**src/rtl/mult_pkg.sv**
```systemverilog
// mult_pkg: shared widths, defaults and state types for the
// 64x64 multiplier and its downstream group accumulator.
package mult_pkg;

  localparam int PROD_W    = 128;
  localparam int OP_W      = 64;
  localparam int MULT_LAT  = 2;
  localparam int ACC_W_DEF = 136;
  localparam int CNT_W_DEF = 8;

  typedef enum logic {
    IDLE,
    ACCUM
  } grp_state_t;

  typedef enum logic {
    EMPTY,
    FULL
  } out_state_t;

endpackage

```
**src/rtl/mult_acc_out_reg.sv**
```systemverilog
// mult_acc_out_reg: valid/ready holding register for group results.
// Drops and flags a result that arrives while full and not drained.
module mult_acc_out_reg
  import mult_pkg::*;
#(
  parameter int ACC_W = ACC_W_DEF,
  parameter int CNT_W = CNT_W_DEF
) (
  input  logic             i_CLK,
  input  logic             i_RST_n,
  input  logic             i_LOAD,
  input  logic [ACC_W-1:0] i_SUM,
  input  logic [CNT_W-1:0] i_CNT,
  input  logic             i_SAT,
  input  logic             i_CLR,
  input  logic             i_READY,
  output logic             o_VALID,
  output logic [ACC_W-1:0] o_SUM,
  output logic [CNT_W-1:0] o_CNT,
  output logic             o_SAT,
  output logic             o_DROP
);

  out_state_t       st_q;
  out_state_t       st_d;
  logic             load;
  logic             drop_set;
  logic [ACC_W-1:0] sum_q;
  logic [CNT_W-1:0] cnt_q;
  logic             drop_q;

  // Holding-register state, load strobe and drop detection.
  always_comb begin
    st_d     = st_q;
    load     = 1'b0;
    drop_set = 1'b0;
    unique case (st_q)
      EMPTY: begin
        if (i_LOAD) begin
          load = 1'b1;
          st_d = FULL;
        end
      end
      FULL: begin
        if (i_READY) begin
          if (i_LOAD) begin
            load = 1'b1;
          end else begin
            st_d = EMPTY;
          end
        end else if (i_LOAD) begin
          drop_set = 1'b1;
        end
      end
      default: st_d = EMPTY;
    endcase
  end

  // State, payload and sticky drop flag.
  always_ff @(posedge i_CLK or negedge i_RST_n) begin
    if (!i_RST_n) begin
      st_q   <= EMPTY;
      sum_q  <= '0;
      cnt_q  <= '0;
      drop_q <= 1'b0;
    end else begin
      st_q   <= st_d;
      drop_q <= (drop_q & ~i_CLR) | drop_set;
      if (load) begin
        sum_q <= i_SUM;
        cnt_q <= i_CNT;
      end
    end
  end

`ifdef MULT_ACC_SAT_EN
  logic sat_q;

  // Saturation bit rides with the held result.
  always_ff @(posedge i_CLK or negedge i_RST_n) begin
    if (!i_RST_n) begin
      sat_q <= 1'b0;
    end else if (load) begin
      sat_q <= i_SAT;
    end else if (i_CLR) begin
      sat_q <= 1'b0;
    end
  end

  assign o_SAT = sat_q;
`else
  logic unused_sat;
  assign unused_sat = i_SAT;
  assign o_SAT      = 1'b0;
`endif

  assign o_VALID = (st_q == FULL);
  assign o_SUM   = sum_q;
  assign o_CNT   = cnt_q;
  assign o_DROP  = drop_q;

endmodule

```
**src/rtl/mult_acc_128.sv**
```systemverilog
// mult_acc_128: accumulates multiplier products into LAST-delimited
// groups; optional MULT_ACC_SAT_EN saturates the group sum.
module mult_acc_128
  import mult_pkg::*;
#(
  parameter int ACC_W = ACC_W_DEF,
  parameter int CNT_W = CNT_W_DEF
) (
  input  logic              i_CLK,
  input  logic              i_RST_n,
  input  logic              i_PROD_VALID,
  input  logic [PROD_W-1:0] i_PROD,
  input  logic              i_LAST,
  input  logic              i_CLR,
  output logic              o_VALID,
  input  logic              i_READY,
  output logic [ACC_W-1:0]  o_SUM,
  output logic [CNT_W-1:0]  o_CNT,
  output logic              o_DROP,
  output logic              o_SAT
);

  localparam logic [CNT_W-1:0] CNT_MAX = '1;

  grp_state_t       grp_q;
  grp_state_t       grp_d;
  logic [ACC_W-1:0] acc_q;
  logic [ACC_W-1:0] acc_d;
  logic [CNT_W-1:0] cnt_q;
  logic [CNT_W-1:0] cnt_d;
  logic             fresh;
  logic [ACC_W-1:0] base_acc;
  logic [CNT_W-1:0] base_cnt;
  logic [ACC_W-1:0] prod_x;
  logic [ACC_W-1:0] sum_n;
  logic [CNT_W-1:0] cnt_n;
  logic             sat_n;
  logic             emit;

  logic             em_v_q;
  logic [ACC_W-1:0] em_sum_q;
  logic [CNT_W-1:0] em_cnt_q;
  logic             em_sat_q;

  // A clear or an idle group starts the sum from zero.
  assign fresh    = i_CLR | (grp_q == IDLE);
  assign base_acc = fresh ? '0 : acc_q;
  assign base_cnt = fresh ? '0 : cnt_q;
  assign prod_x   = ACC_W'(i_PROD);
  assign cnt_n    = (base_cnt == CNT_MAX) ? base_cnt
                                          : base_cnt + CNT_W'(1);

`ifdef MULT_ACC_SAT_EN
  logic             sat_q;
  logic             sat_d;
  logic             base_sat;
  logic [ACC_W:0]   wide;

  assign base_sat = fresh ? 1'b0 : sat_q;
  assign wide     = {1'b0, base_acc} + {1'b0, prod_x};
  assign sat_n    = base_sat | wide[ACC_W];
  assign sum_n    = sat_n ? '1 : wide[ACC_W-1:0];

  // Per-group saturation bit follows the group lifetime.
  always_comb begin
    sat_d = sat_q;
    unique case (1'b1)
      i_PROD_VALID &  i_LAST: sat_d = 1'b0;
      i_PROD_VALID & ~i_LAST: sat_d = sat_n;
      ~i_PROD_VALID & i_CLR:  sat_d = 1'b0;
      default:                sat_d = sat_q;
    endcase
  end

  // Saturation state register.
  always_ff @(posedge i_CLK or negedge i_RST_n) begin
    if (!i_RST_n) begin
      sat_q <= 1'b0;
    end else begin
      sat_q <= sat_d;
    end
  end
`else
  assign sat_n = 1'b0;
  assign sum_n = base_acc + prod_x;
`endif

  // Group FSM: accumulate, emit on LAST, discard on clear.
  always_comb begin
    grp_d = grp_q;
    acc_d = acc_q;
    cnt_d = cnt_q;
    emit  = 1'b0;
    unique case (1'b1)
      i_PROD_VALID & i_LAST: begin
        emit  = 1'b1;
        grp_d = IDLE;
        acc_d = '0;
        cnt_d = '0;
      end
      i_PROD_VALID & ~i_LAST: begin
        grp_d = ACCUM;
        acc_d = sum_n;
        cnt_d = cnt_n;
      end
      ~i_PROD_VALID & i_CLR: begin
        grp_d = IDLE;
        acc_d = '0;
        cnt_d = '0;
      end
      default: begin
        grp_d = grp_q;
      end
    endcase
  end

  // Group state, accumulator and counter.
  always_ff @(posedge i_CLK or negedge i_RST_n) begin
    if (!i_RST_n) begin
      grp_q <= IDLE;
      acc_q <= '0;
      cnt_q <= '0;
    end else begin
      grp_q <= grp_d;
      acc_q <= acc_d;
      cnt_q <= cnt_d;
    end
  end

  // Emit stage registers the finished group ahead of the output.
  always_ff @(posedge i_CLK or negedge i_RST_n) begin
    if (!i_RST_n) begin
      em_v_q   <= 1'b0;
      em_sum_q <= '0;
      em_cnt_q <= '0;
      em_sat_q <= 1'b0;
    end else begin
      em_v_q <= emit;
      if (emit) begin
        em_sum_q <= sum_n;
        em_cnt_q <= cnt_n;
        em_sat_q <= sat_n;
      end
    end
  end

  mult_acc_out_reg #(
    .ACC_W (ACC_W),
    .CNT_W (CNT_W)
  ) u_out (
    .i_CLK   (i_CLK),
    .i_RST_n (i_RST_n),
    .i_LOAD  (em_v_q),
    .i_SUM   (em_sum_q),
    .i_CNT   (em_cnt_q),
    .i_SAT   (em_sat_q),
    .i_CLR   (i_CLR),
    .i_READY (i_READY),
    .o_VALID (o_VALID),
    .o_SUM   (o_SUM),
    .o_CNT   (o_CNT),
    .o_SAT   (o_SAT),
    .o_DROP  (o_DROP)
  );

endmodule

```
**config.mk**
```make
export PLATFORM = sky130hd
export DESIGN_NAME = mult_acc_128
export DESIGN_NICKNAME = d
export VERILOG_FILES = /design/src/rtl/mult_pkg.sv /design/src/rtl/mult_acc_out_reg.sv /design/src/rtl/mult_acc_128.sv
export SDC_FILE = /design/constraint.sdc
export NUM_CORES = 1
export LEC_CHECK = 0
export CAP_MARGIN = 20
export CORE_ASPECT_RATIO = 1.75
export CORE_MARGIN = 8
export CORE_UTILIZATION = 25
export CTS_BUF_LIST = sky130_fd_sc_hd__clkbuf_8
export DETAILED_ROUTE_END_ITERATION = 8
export SLEW_MARGIN = 25
export SYNTH_ARGS = -nofsm -noshare
export SYNTH_HDL_FRONTEND = slang
export SYNTH_SLANG_ARGS = --single-unit
```
**constraint.sdc**
```tcl
create_clock -name i_CLK -period 11.92 [get_ports i_CLK]
set_clock_uncertainty 0.15 [all_clocks]
set_input_delay 1.788 -clock i_CLK [delete_from_list [all_inputs] [get_ports i_CLK]]
set_output_delay 1.788 -clock i_CLK [all_outputs]
set_load 0.02 [all_outputs]
```
# Word-level counts from Yosys, hierarchy flattened
# Index checks and enable logic that the tools add are counted.
# W data, S select, Z words.
# classes
magnitude_cmp,0
bitwise,11
add_sub_neg,2
shift,0
muxes,14
n_div,0
eq_ne,1
n_mul,0
n_reduce_logical,2
# ops
operator,n
$pmux W136 S2,1
$add A136 B128 Y136,1
$mux W136,1
$mux W8,2
$pmux W8 S2,1
$add A8 B1 Y8 const B,1
$eq A8 B8 Y1 const B,1
$mux W1,6
$pmux W1 S2,3
$not A1 Y1,5
$and A1 B1 Y1,4
$or A1 B1 Y1,2
$reduce_bool A2 Y1,1
$reduce_or A2 Y1,1
# word_totals
latch_bits,0
mem_bits_rw,0
rom_bits,0
elab_cells,40
n_memories,0
reg_bits,436

# Logic depth before layout (Yosys ltp)
# Gate-level depths: netlist of run 1.
# depth
word_depth,6
mapped_depth,20
mapped_depth_nobuf,15

# Modules after synthesis
# Synthesis of run 1 repeated with hierarchy kept, for this count alone.
# hier_totals
hier_cells,2782
area_unflattened_um2,26231.4
# modules_own_cells
mod,cells_per_inst,seq_area_each_um2,n_inst,area_each_um2
mult_acc_128,2469,7257.0,1,20563.5
mult_acc_out_reg,313,3653.5,1,5667.9

# Worst setup path before layout of run 1
# OpenSTA, ideal clock, no wires.
# synth_path
path_type,input-to-reg
start,input port i_CLR
end,register em_sum_q[135]
path_buffers,6
path_stages,20
t_required_ps,11688
path_slack_ps,5727
setup_ps,82
arrival_time_ps,5961
path_cell_list,nor2b_1 -> clkbuf_1 -> clkbuf_1 -> clkbuf_1 -> clkbuf_1 -> and2_1 -> ha_1 -> clkbuf_1 -> a21o_1 -> o21bai_1 -> a41oi_1 -> o221ai_1 -> a221o_1 -> a2111o_1 -> a31oi_4 -> o31ai_4 -> a21oi_2 -> buf_2 -> o311ai_0 -> a31oi_1
# synth_between
elab_chain_cells,3
# synth_lines
item,line_no,text
from (decl),mult_acc_128.sv:14,"input logic i_CLR,"
$or A1 B1 Y1,mult_acc_128.sv:46,assign fresh = i_CLR | (grp_q == IDLE);
$mux W136,mult_acc_128.sv:47,assign base_acc = fresh ? '0 : acc_q;
$add A136 B128 Y136,mult_acc_128.sv:85,assign sum_n = base_acc + prod_x;
to (signal assigned),mult_acc_128.sv:140,em_sum_q <= sum_n;
to (decl),mult_acc_128.sv:41,logic [ACC_W-1:0] em_sum_q;
# Every way passes these cells.
# A chain may end at the register's enable or synchronous reset.

# Worst setup path in the final report of run 1
# Ends and elaborated chain as after synthesis.

==> results.sh, run 1 <==
export IMPL_p_leak_nw=14.3
export IMPL_startpoint="i_CLR"
export IMPL_die_height_um=442
export IMPL_post_route_drc_count=0
export IMPL_final_min_clock_period_ps=7070
export IMPL_r2r_end="em_sum_q[135]"
export IMPL_worstSetupPathType="input port to flop"
export IMPL_yosys_cell_count_top_type="nand2_1"
export IMPL_dp_cells=4270
export IMPL_crit_fanout=154
export IMPL_synthTopCellsByCount="nand2_1 (479), dfrtp_1 (436), a21oi_1 (222)"
export IMPL_finalCritPeriodShare_pct=59.3
export IMPL_cts_htree_levels=3
export IMPL_wl_per_cell_um=21.8
export IMPL_synthFlopType="dfrtp_1"
export IMPL_dieWidth_um=260
export IMPL_first_iter_violations=1330
export IMPL_grt_usage_pct=16.3
export IMPL_ioPinCount=281
export IMPL_ir_drop_v=0.0000950
export IMPL_place_worst_setup_slack_ps=4150
export IMPL_grt_overflow=0
export IMPL_drive_gt1_share_pct=11.2
export IMPL_synthArstFlopShare_pct=100
export IMPL_yosysUniqueCellTypes=77
export IMPL_maxSlewHeadroom_pct=22.9
export IMPL_layout_nets=3267
export IMPL_synth_warnings=0
export IMPL_critPathLaunchType="input port"
export IMPL_numClockSinks=436
export IMPL_core_sq_um=103000
export IMPL_rsz0062_at_grt="no"
export IMPL_vias=22126
export IMPL_std_cell_rows=156
export IMPL_port_buffers=279
export IMPL_grt_max_degree=155
export IMPL_dpl_hpwl_um=73700
export IMPL_syn_nets=3063
export IMPL_grt_pass1_wl_um=144000
export IMPL_setup_tns_final_ps=0
export IMPL_vias_per_cell=5.03
export IMPL_arrival_ps=7580
export IMPL_status="complete, no violations"
export IMPL_final_max_slew_viol_count=0
export IMPL_path_clk_slew_ps=60
export IMPL_syn_inst=2799
export IMPL_maxClockFrequency_ghz=0.141
export IMPL_synth_top_area_share_pct=42.0
export IMPL_cts_resized=0
export IMPL_cts_tree="done"
export IMPL_layout_setup_ws_ps=4850
export IMPL_postCtsSetupBuffers=0
export IMPL_first_pass_iters=5
export IMPL_regToRegSetupSlack_ps=6150
export IMPL_fin_hold_ws_ps=318
export IMPL_maxCapViolCount=0
export IMPL_grt_pass1_vias=23045
export IMPL_post_layout_nonfiller_instances=4403
export IMPL_cts_path_max_buffers=3
export IMPL_gp_congestion=0.934
export IMPL_clk_latency_ps=740
export IMPL_synth_area_top_cells="dfrtp_1 (42%), mux2_2 (7.2%), nand2_1 (6.9%)"
export IMPL_synth_seq_cells=436
export IMPL_cts_root_buf="clkbuf_8"
export IMPL_p_total_w=0.00446
export IMPL_synth_edf_count=0
export IMPL_postSynthAreaPerCell_sq_um=9.28
export IMPL_yosys_area_top_type="dfrtp_1"
export IMPL_hold_class="flop to flop"
export IMPL_die_area_sq_um=115000
export IMPL_end_kind="flop"
export IMPL_rr_startpoint="grp_q"
export IMPL_netlist_area_sq_um=26000
export IMPL_postRouteAntennaNets=0
export IMPL_r2r_cells=15
export IMPL_setup_viol=0
export IMPL_tightestPinTransition_ps=1130
export IMPL_antenna_found_initial=17
export IMPL_syn_to_final_growth_pct=22.1
export IMPL_wirelength_um=95900
export IMPL_hold_viol=0
export IMPL_initial_core_util_pct=25.2
export IMPL_ys_seq_area_share_pct=42.0
export IMPL_cp_required_ps=12430
export IMPL_crit_end="em_sum_q[135]"
export IMPL_cts_made_buffers=74
export IMPL_p_per_area_nw_per_um2=141
export IMPL_cts_hold_buffers_added=0
area by class of cell:
type / count / area [sq um]
Fill cell: 10785 / 71500
Multi-Input combinational cell: 2134 / 14200
Sequential cell: 436 / 10900
Timing Repair Buffer: 305 / 3030
Tap cell: 1343 / 1680
Clock buffer: 88 / 1210
Clock inverter: 40 / 458
Inverter: 52 / 198
Antenna cell: 5 / 12.5
placed cells by master (no fill, tap or decap), drive strengths merged, types with 11 or more instances in the layout:
cell type        n
nor2           120
buf             27
and2           145
a211oi          17
nand2b          15
a21oi          224
o21bai          45
o31ai           16
xnor2           78
mux2           167
o221ai          13
a31oi           17
clkbuf          88
o21a            17
clkinv          11
inv             66
nor3            22
a21o            66
clkdlybuf4s50  278
o21ai          138
xor2            49
a22o           121
nand3           27
dfrtp          436
nand2          479
ha             129
nand4           80
cells by family after synthesis:
family,after synthesis,synth area share (%)
AOI/OAI and AO/OA,755,19.6
xor gates and xnor gates,127,4.28
adders and majority gates,130,6.29
buffers and inverters,229,3.41
DFF,436,42.0
muxes,170,7.36
other,1,0.0144
and+or+nand+nor,951,17.1
state kept, by name (all words and copies together), names as in the netlist:
signal and cells:
acc_q 136, cnt_q 8, em_cnt_q 8, em_sum_q 136, em_v_q 1, grp_q 1, u_out.o_CNT 8, u_out.o_DROP 1
u_out.o_SUM 136, u_out.o_VALID 1
stage by stage:
stage,utilization (%),instance area (sq um)
6_report,30.7,31700
5_1_grt,30.7,31700
4_1_cts,30.7,31700
3_5_place_dp,29.1,30000
3_3_place_gp,29.1,30000
2_1_floorplan,-,26000
routing by layer:
| layer | wire length, um | part of all wire [%] | global-route usage, % |
|---|---|---|---|
| met3 | 5620 | 5.9 | 4.30 |
| met1 | 35800 | 37 | 17.1 |
| met5 | 114 | 0.12 | 0 |
| met4 | 6630 | 6.9 | 10.9 |
| met2 | 47700 | 50 | 28.3 |
worst min-delay path by stage:
stage                  startpoint            end  slack [ps]  depth (start not counted)
detailed placement  em_sum_q[105]  em_sum_q[105]         310                          2
global route        em_sum_q[127]  em_sum_q[127]         350                          2
global placement      em_cnt_q[7]    em_cnt_q[7]         300                          2
CTS                 em_sum_q[105]  em_sum_q[105]         320                          2
floorplan             em_cnt_q[6]    em_cnt_q[6]         280                          2
finish              em_sum_q[105]  em_sum_q[105]         320                          2
critical path, stage by stage:
cell and delay [ps]:
clkdlybuf4s50_1 560, nor2b_4 190, buf_12 500, and2_1 220
ha_1 270, o21a_1 170, nor2_1 40, o21ai_1 200
nor3b_1 870, a2111oi_0 400, a211oi_4 710, a31oi_4 300
o31ai_4 370, a21oi_2 210, or4b_1 530, a31oi_1 160
report_power, final:
part	switching [W]	internal [W]	leakage (nW)	total (W)
Combinational	0.000584	0.000482	7.90	0.00107
Sequential	0.000120	0.00170	5.55	0.00182
Clock	0.000685	0.000891	0.892	0.00158
Total	0.00139	0.00308	14.3	0.00446
Note: power is estimated with default switching activity, not from simulation.
==> inputs of run 2 (changes only) <==
Clock period 11.92 ns to 5.84 ns, I/O delays scaled along.
==> run 2 against run 1 <==
- cell count up 3.0%
- via count up 1.9%
- setup slack worse by 4200 ps
- sequential share of layout area down 0.90 points
- first-iteration DRC count down 11%
- hold slack better by 5.7 ps
- sequential power up 100%
- total power up 97%
- cell area up 2.7%
- largest power group unchanged
==> results.sh, run 2 (synthesis results as in run 1) <==
export IMPL_std_cell_rows=156
export IMPL_path_clk_slew_ps=70
export IMPL_port_buffers=279
export IMPL_grt_pass1_wl_um=145000
export IMPL_setup_tns_final_ps=0
export IMPL_syn_to_final_growth_pct=25.4
export IMPL_grt_overflow=0
export IMPL_p_per_area_nw_per_um2=270
export IMPL_setup_viol=0
export IMPL_maxClockFrequency_ghz=0.194
export IMPL_cts_made_buffers=72
export IMPL_wirelength_um=96900
export IMPL_maxCapViolCount=0
export IMPL_startpoint="i_CLR"
export IMPL_fillers=10722
export IMPL_first_pass_iters=5
export IMPL_ioPinCount=281
export IMPL_cp_common_cell="buf_4"
export IMPL_cp_num_buf_inv=4
export IMPL_final_common_cell="nand2_1"
export IMPL_crit_family="compound AO/OA/AOI/OAI gates"
export IMPL_status="complete, no violations"
export IMPL_vias_per_cell=4.97
export IMPL_cp_required_ps=6320
export IMPL_grt_max_degree=139
export IMPL_r2r_end="em_sum_q[124]"
export IMPL_stdcell_area_sq_um=32600
export IMPL_final_min_clock_period_ps=5150
export IMPL_cts_htree_levels=3
export IMPL_die_area_sq_um=115000
export IMPL_rsz0062_at_grt="no"
export IMPL_min_to="em_sum_q[127]"
export IMPL_hp_start="em_sum_q[127]"
export IMPL_worstHoldPathCells=2
export IMPL_postRouteAntennaNets=0
export IMPL_max_stage_delay_ps=590
export IMPL_mostFrequentLayoutCells="nand2_1 (477), dfrtp_1 (436), clkdlybuf4s50_1 (278)"
export IMPL_cts_path_max_buffers=3
export IMPL_clk_latency_ps=740
export IMPL_drive_gt1_share_pct=14.5
export IMPL_layout_nets=3390
export IMPL_finalCritPeriodShare_pct=88.2
export IMPL_worstSetupPathType="input port to flop"
export IMPL_cts_tree="done"
export IMPL_die_height_um=442
export IMPL_crit_slowest_cell="o31ai_1"
export IMPL_core_sq_um=103000
export IMPL_dieWidth_um=260
export IMPL_rr_startpoint="grp_q"
export IMPL_regToRegSetupSlack_ps=920
export IMPL_critPathLaunchType="input port"
export IMPL_maxSlewHeadroom_pct=40.4
export IMPL_arrival_ps=5630
export IMPL_postCtsSetupBuffers=0
export IMPL_hold_viol=0
export IMPL_first_iter_violations=1187
export IMPL_r2r_cells=18
export IMPL_antenna_found_initial=18
export IMPL_dpl_hpwl_um=74800
export IMPL_end_kind="flop"
export IMPL_dpl_cell_area_sq_um=31100
export IMPL_numClockSinks=436
export IMPL_cts_root_buf="clkbuf_8"
export IMPL_tightestPinTransition_ps=893
export IMPL_crit_fanout=20
export IMPL_grt_usage_pct=16.5
export IMPL_vias=22556
export IMPL_wl_per_cell_um=21.4
export IMPL_initial_core_util_pct=25.2
export IMPL_cts_hold_buffers_added=1
export IMPL_post_route_drc_count=0
export IMPL_worstPathCellList="clkdlybuf4s50_1 > nor2b_4 > buf_12 > and2_1 > ha_1 > fa_1 > a21o_1 > a31o_2 > a41oi_2 > nor3_1 > o21ai_1 > a2111oi_0 > buf_4 > a211oi_2 > buf_4 > o31ai_1 > a21oi_1 > xnor2_1 > mux2_2"
export IMPL_p_leak_nw=14.9
export IMPL_gp_congestion=0.948
export IMPL_cts_resized=0
export IMPL_hold_class="flop to flop"
export IMPL_grt_pass1_vias=23488
export IMPL_final_max_slew_viol_count=0
export IMPL_ir_drop_v=0.000222
[run 2: worst register-to-register path: cells and delay by family, from the launching register on]
family | cells | cell delay (ps)
compound gates | 8 | 2110
xor+xnor | 1 | 170
fa+ha+maj | 2 | 390
buf+inv | 3 | 560
flops | 1 | 360
mux | 1 | 270
simple gates | 3 | 790
[run 2: cell type report]
cell class,instances,area [sq um],share of cell area [%]
repair buffers,430,4070,12.5
diodes,9,22.5,0.0691
well taps,1343,1680,5.16
multi-input cells,2134,14200,43.7
clock inverters,40,231,0.711
flip-flops and latches,436,10900,33.5
clock buffers,90,1240,3.80
inverters,52,198,0.607
[run 2: worst max-delay path by stage]
| stage | slack [ps] | cells after the start | to |
|---|---|---|---|
| floorplan | 560 | 20 | em_sum_q[135] |
| global placement | -170 | 19 | em_sum_q[124] |
| detailed placement | -70 | 19 | em_sum_q[124] |
| CTS | 750 | 19 | em_sum_q[124] |
| global route | 390 | 19 | em_sum_q[124] |
| finish | 690 | 19 | em_sum_q[124] |
[run 2: power by group]
group	internal, W	switching (W)
combinational	0.00103	0.00121
clock	0.00145	0.00137
sequential	0.00348	0.000248
[run 2: metrics by stage]
stage	setup WS [ps]	hold WS, ps	std cells	total power, W	utilization [%]
3_5_place_dp	-74.6	309	4394	0.00606	30.1
5_1_grt	390	343	4528	0.00927	31.5
2_1_floorplan	559	285	2799	0.00488	-
4_1_cts	748	325	4525	0.00897	31.5
6_report	690	324	4534	0.00878	31.5
3_3_place_gp	-169	304	4394	0.00604	30.1
[run 2: routing by layer]
metal  vias up  routed length (um)  global-route usage, %  share of wire, %
met2       668               49200                   29.5                51
met4        16                5630                   9.16               5.8
met1     10986               36200                   17.5                37
li1      10654                   -                      -                 -
met5         -                 107                      0              0.11
met3       232                5730                   4.12               5.9
==> inputs of run 3 (changes only) <==
Settings changed: CORE_UTILIZATION 25 to 54, PLACE_DENSITY set to 0.8.
==> run 3 against run 2 <==
- highest routed layer is now met4
- via count rose by 1.2%
- count of clock-buffer cells in the layout decreased by 5
- hold slack worse by 210 ps
- first-iteration DRC count increased by 25%
- sequential power barely moved
- total power is 0.80% lower
==> results.sh, run 3 (synthesis results as in run 1) <==
export IMPL_cts_path_max_buffers=3
export IMPL_grt_overflow=0
export IMPL_gp_congestion=1.04
export IMPL_stdcell_area_sq_um=31300
export IMPL_p_int_w=0.00605
export IMPL_final_common_cell="nand2_1"
export IMPL_first_pass_iters=8
export IMPL_cts_resized=0
export IMPL_cts_root_buf="clkbuf_8"
export IMPL_wl_per_cell_um=23.0
export IMPL_worstSetupPathType="input port to flop"
export IMPL_critPathLaunchType="input port"
export IMPL_grt_usage_pct=30.5
export IMPL_antenna_found_initial=1
export IMPL_postCtsSetupBuffers=0
export IMPL_wirelength_um=85800
export IMPL_setup_viol=0
export IMPL_first_iter_violations=1484
export IMPL_post_route_drc_count=0
export IMPL_finalCritPeriodShare_pct=89.4
export IMPL_rsz0062_at_grt="no"
export IMPL_grt_pass1_wl_um=135000
export IMPL_mostFrequentLayoutCells="nand2_1 (477), dfrtp_1 (436), clkdlybuf4s50_1 (278)"
export IMPL_p_per_area_nw_per_um2=278
export IMPL_die_height_um=306
export IMPL_initial_core_util_pct=54.6
export IMPL_vias=22837
export IMPL_dp_cells=3609
export IMPL_arrival_ps=5640
export IMPL_vias_per_cell=6.13
export IMPL_die_area_sq_um=55700
export IMPL_drive_gt1_share_pct=13.5
export IMPL_final_max_slew_viol_count=0
export IMPL_core_sq_um=47600
export IMPL_path_clk_slew_ps=70
export IMPL_p_sw_share_pct=30.6
export IMPL_layout_setup_ws_ps=618
export IMPL_dpl_hpwl_um=65100
export IMPL_clkPwrFrac_pct=32.2
export IMPL_cts_htree_levels=2
export IMPL_p_seq_share_pct=42.8
export IMPL_syn_to_final_growth_pct=20.5
export IMPL_power_net_switching_w=0.00266
export IMPL_post_layout_nonfiller_instances=3723
export IMPL_ioPinCount=281
export IMPL_ir_drop_v=0.000316
export IMPL_final_min_clock_period_ps=5220
export IMPL_maxCapViolCount=0
export IMPL_p_total_w=0.00871
export IMPL_dieWidth_um=182
export IMPL_maxSlewHeadroom_pct=31.0
export IMPL_fillers=3828
export IMPL_hold_class="input port to asynchronous set/reset pin"
export IMPL_status="complete, no violations"
export IMPL_hold_viol=0
export IMPL_pwr_share_comb_pct=25.0
export IMPL_end_kind="flop"
export IMPL_numClockSinks=436
export IMPL_layout_nets=3342
export IMPL_cts_hold_buffers_added=0
export IMPL_std_cell_rows=106
export IMPL_cts_tree="done"
export IMPL_maxClockFrequency_ghz=0.192
export IMPL_p_leak_nw=14.7
export IMPL_tightestPinTransition_ps=1030
export IMPL_cts_made_buffers=61
export IMPL_clk_latency_ps=680
export IMPL_place_worst_setup_slack_ps=74.8
export IMPL_grt_max_degree=133
export IMPL_port_buffers=279
export IMPL_grt_pass1_vias=24164
export IMPL_dpl_cell_area_sq_um=29800
export IMPL_crit_fanout=19
export IMPL_cp_required_ps=6250
export IMPL_postRouteAntennaNets=0
run 3: changes by cell type in the layout (fill, tap and decap cells not counted), sizes merged, moves of 4 or more:
cell / before / now
buf: 151 / 114
bufinv: 1 / 6
clkbuf: 90 / 85
clkinvlp: 6 / 2
diode: 9 / 1
inv: 73 / 61
run 3: metrics by stage:
step | util [%] | hold slack (ps) | TNS, ps
floorplan | - | 285 | 0
global placement | 62.6 | 306 | -2610
detailed placement | 62.6 | 309 | 0
CTS | 65.7 | 94.8 | 0
global route | 65.7 | 161 | 0
finish | 65.7 | 110 | 0
run 3: final timing paths:
kind,start,end,slack (ps),cells past startpoint
max in group asynchronous,i_RST_n,em_sum_q[78],4200,2
min,i_RST_n,acc_q[0],110,1
max,i_CLR,em_sum_q[126],620,19
min in group i_CLK,em_sum_q[92],em_sum_q[92],320,2
min reg2reg,em_sum_q[92],em_sum_q[92],320,2
max reg2reg,grp_q,em_sum_q[126],1020,17
run 3: metal layers:
layer | wire length (um) | GRT usage, %
met2 | 45900 | 57.5
met4 | 5580 | 18.3
met5 | 0 | 0
met3 | 3920 | 3.88
met1 | 30400 | 31.6
run 3: power groups by stage:
stage / combinational, W / clock (W) / sequential [W]
4_1_cts: 0.00220 / 0.00286 / 0.00373
5_1_grt: 0.00233 / 0.00296 / 0.00377
6_report: 0.00218 / 0.00281 / 0.00373
3_5_place_dp: 0.00218 / 0 / 0.00378
3_3_place_gp: 0.00215 / 0 / 0.00375
2_1_floorplan: 0.000849 / 0 / 0.00403
run 3: worst max-delay path: stages:
cell and delay [ps]:
clkdlybuf4s50_1 390, buf_4 180, nor2b_4 200, buf_4 220
buf_4 220, and2_1 160, ha_1 320, a21oi_1 230
o21ai_0 150, a221oi_1 530, o21ai_0 220, a221oi_1 320
buf_4 180, a21o_1 220, a211oi_1 130, a211oi_1 440
o21ai_0 170, xor2_1 180, mux2_2 270
run 3: cell type report:
type                            count  area [sq um]  area share (%)
Clock inverter                     28           300           0.960
Inverter                           52           198           0.632
Timing Repair Buffer              393          3740            12.0
Clock buffer                       85          1170            3.74
Multi-Input combinational cell   2134         14200            45.5
Sequential cell                   436         10900            34.9
Antenna cell                        1          2.50         0.00800
Tap cell                          594           743            2.38
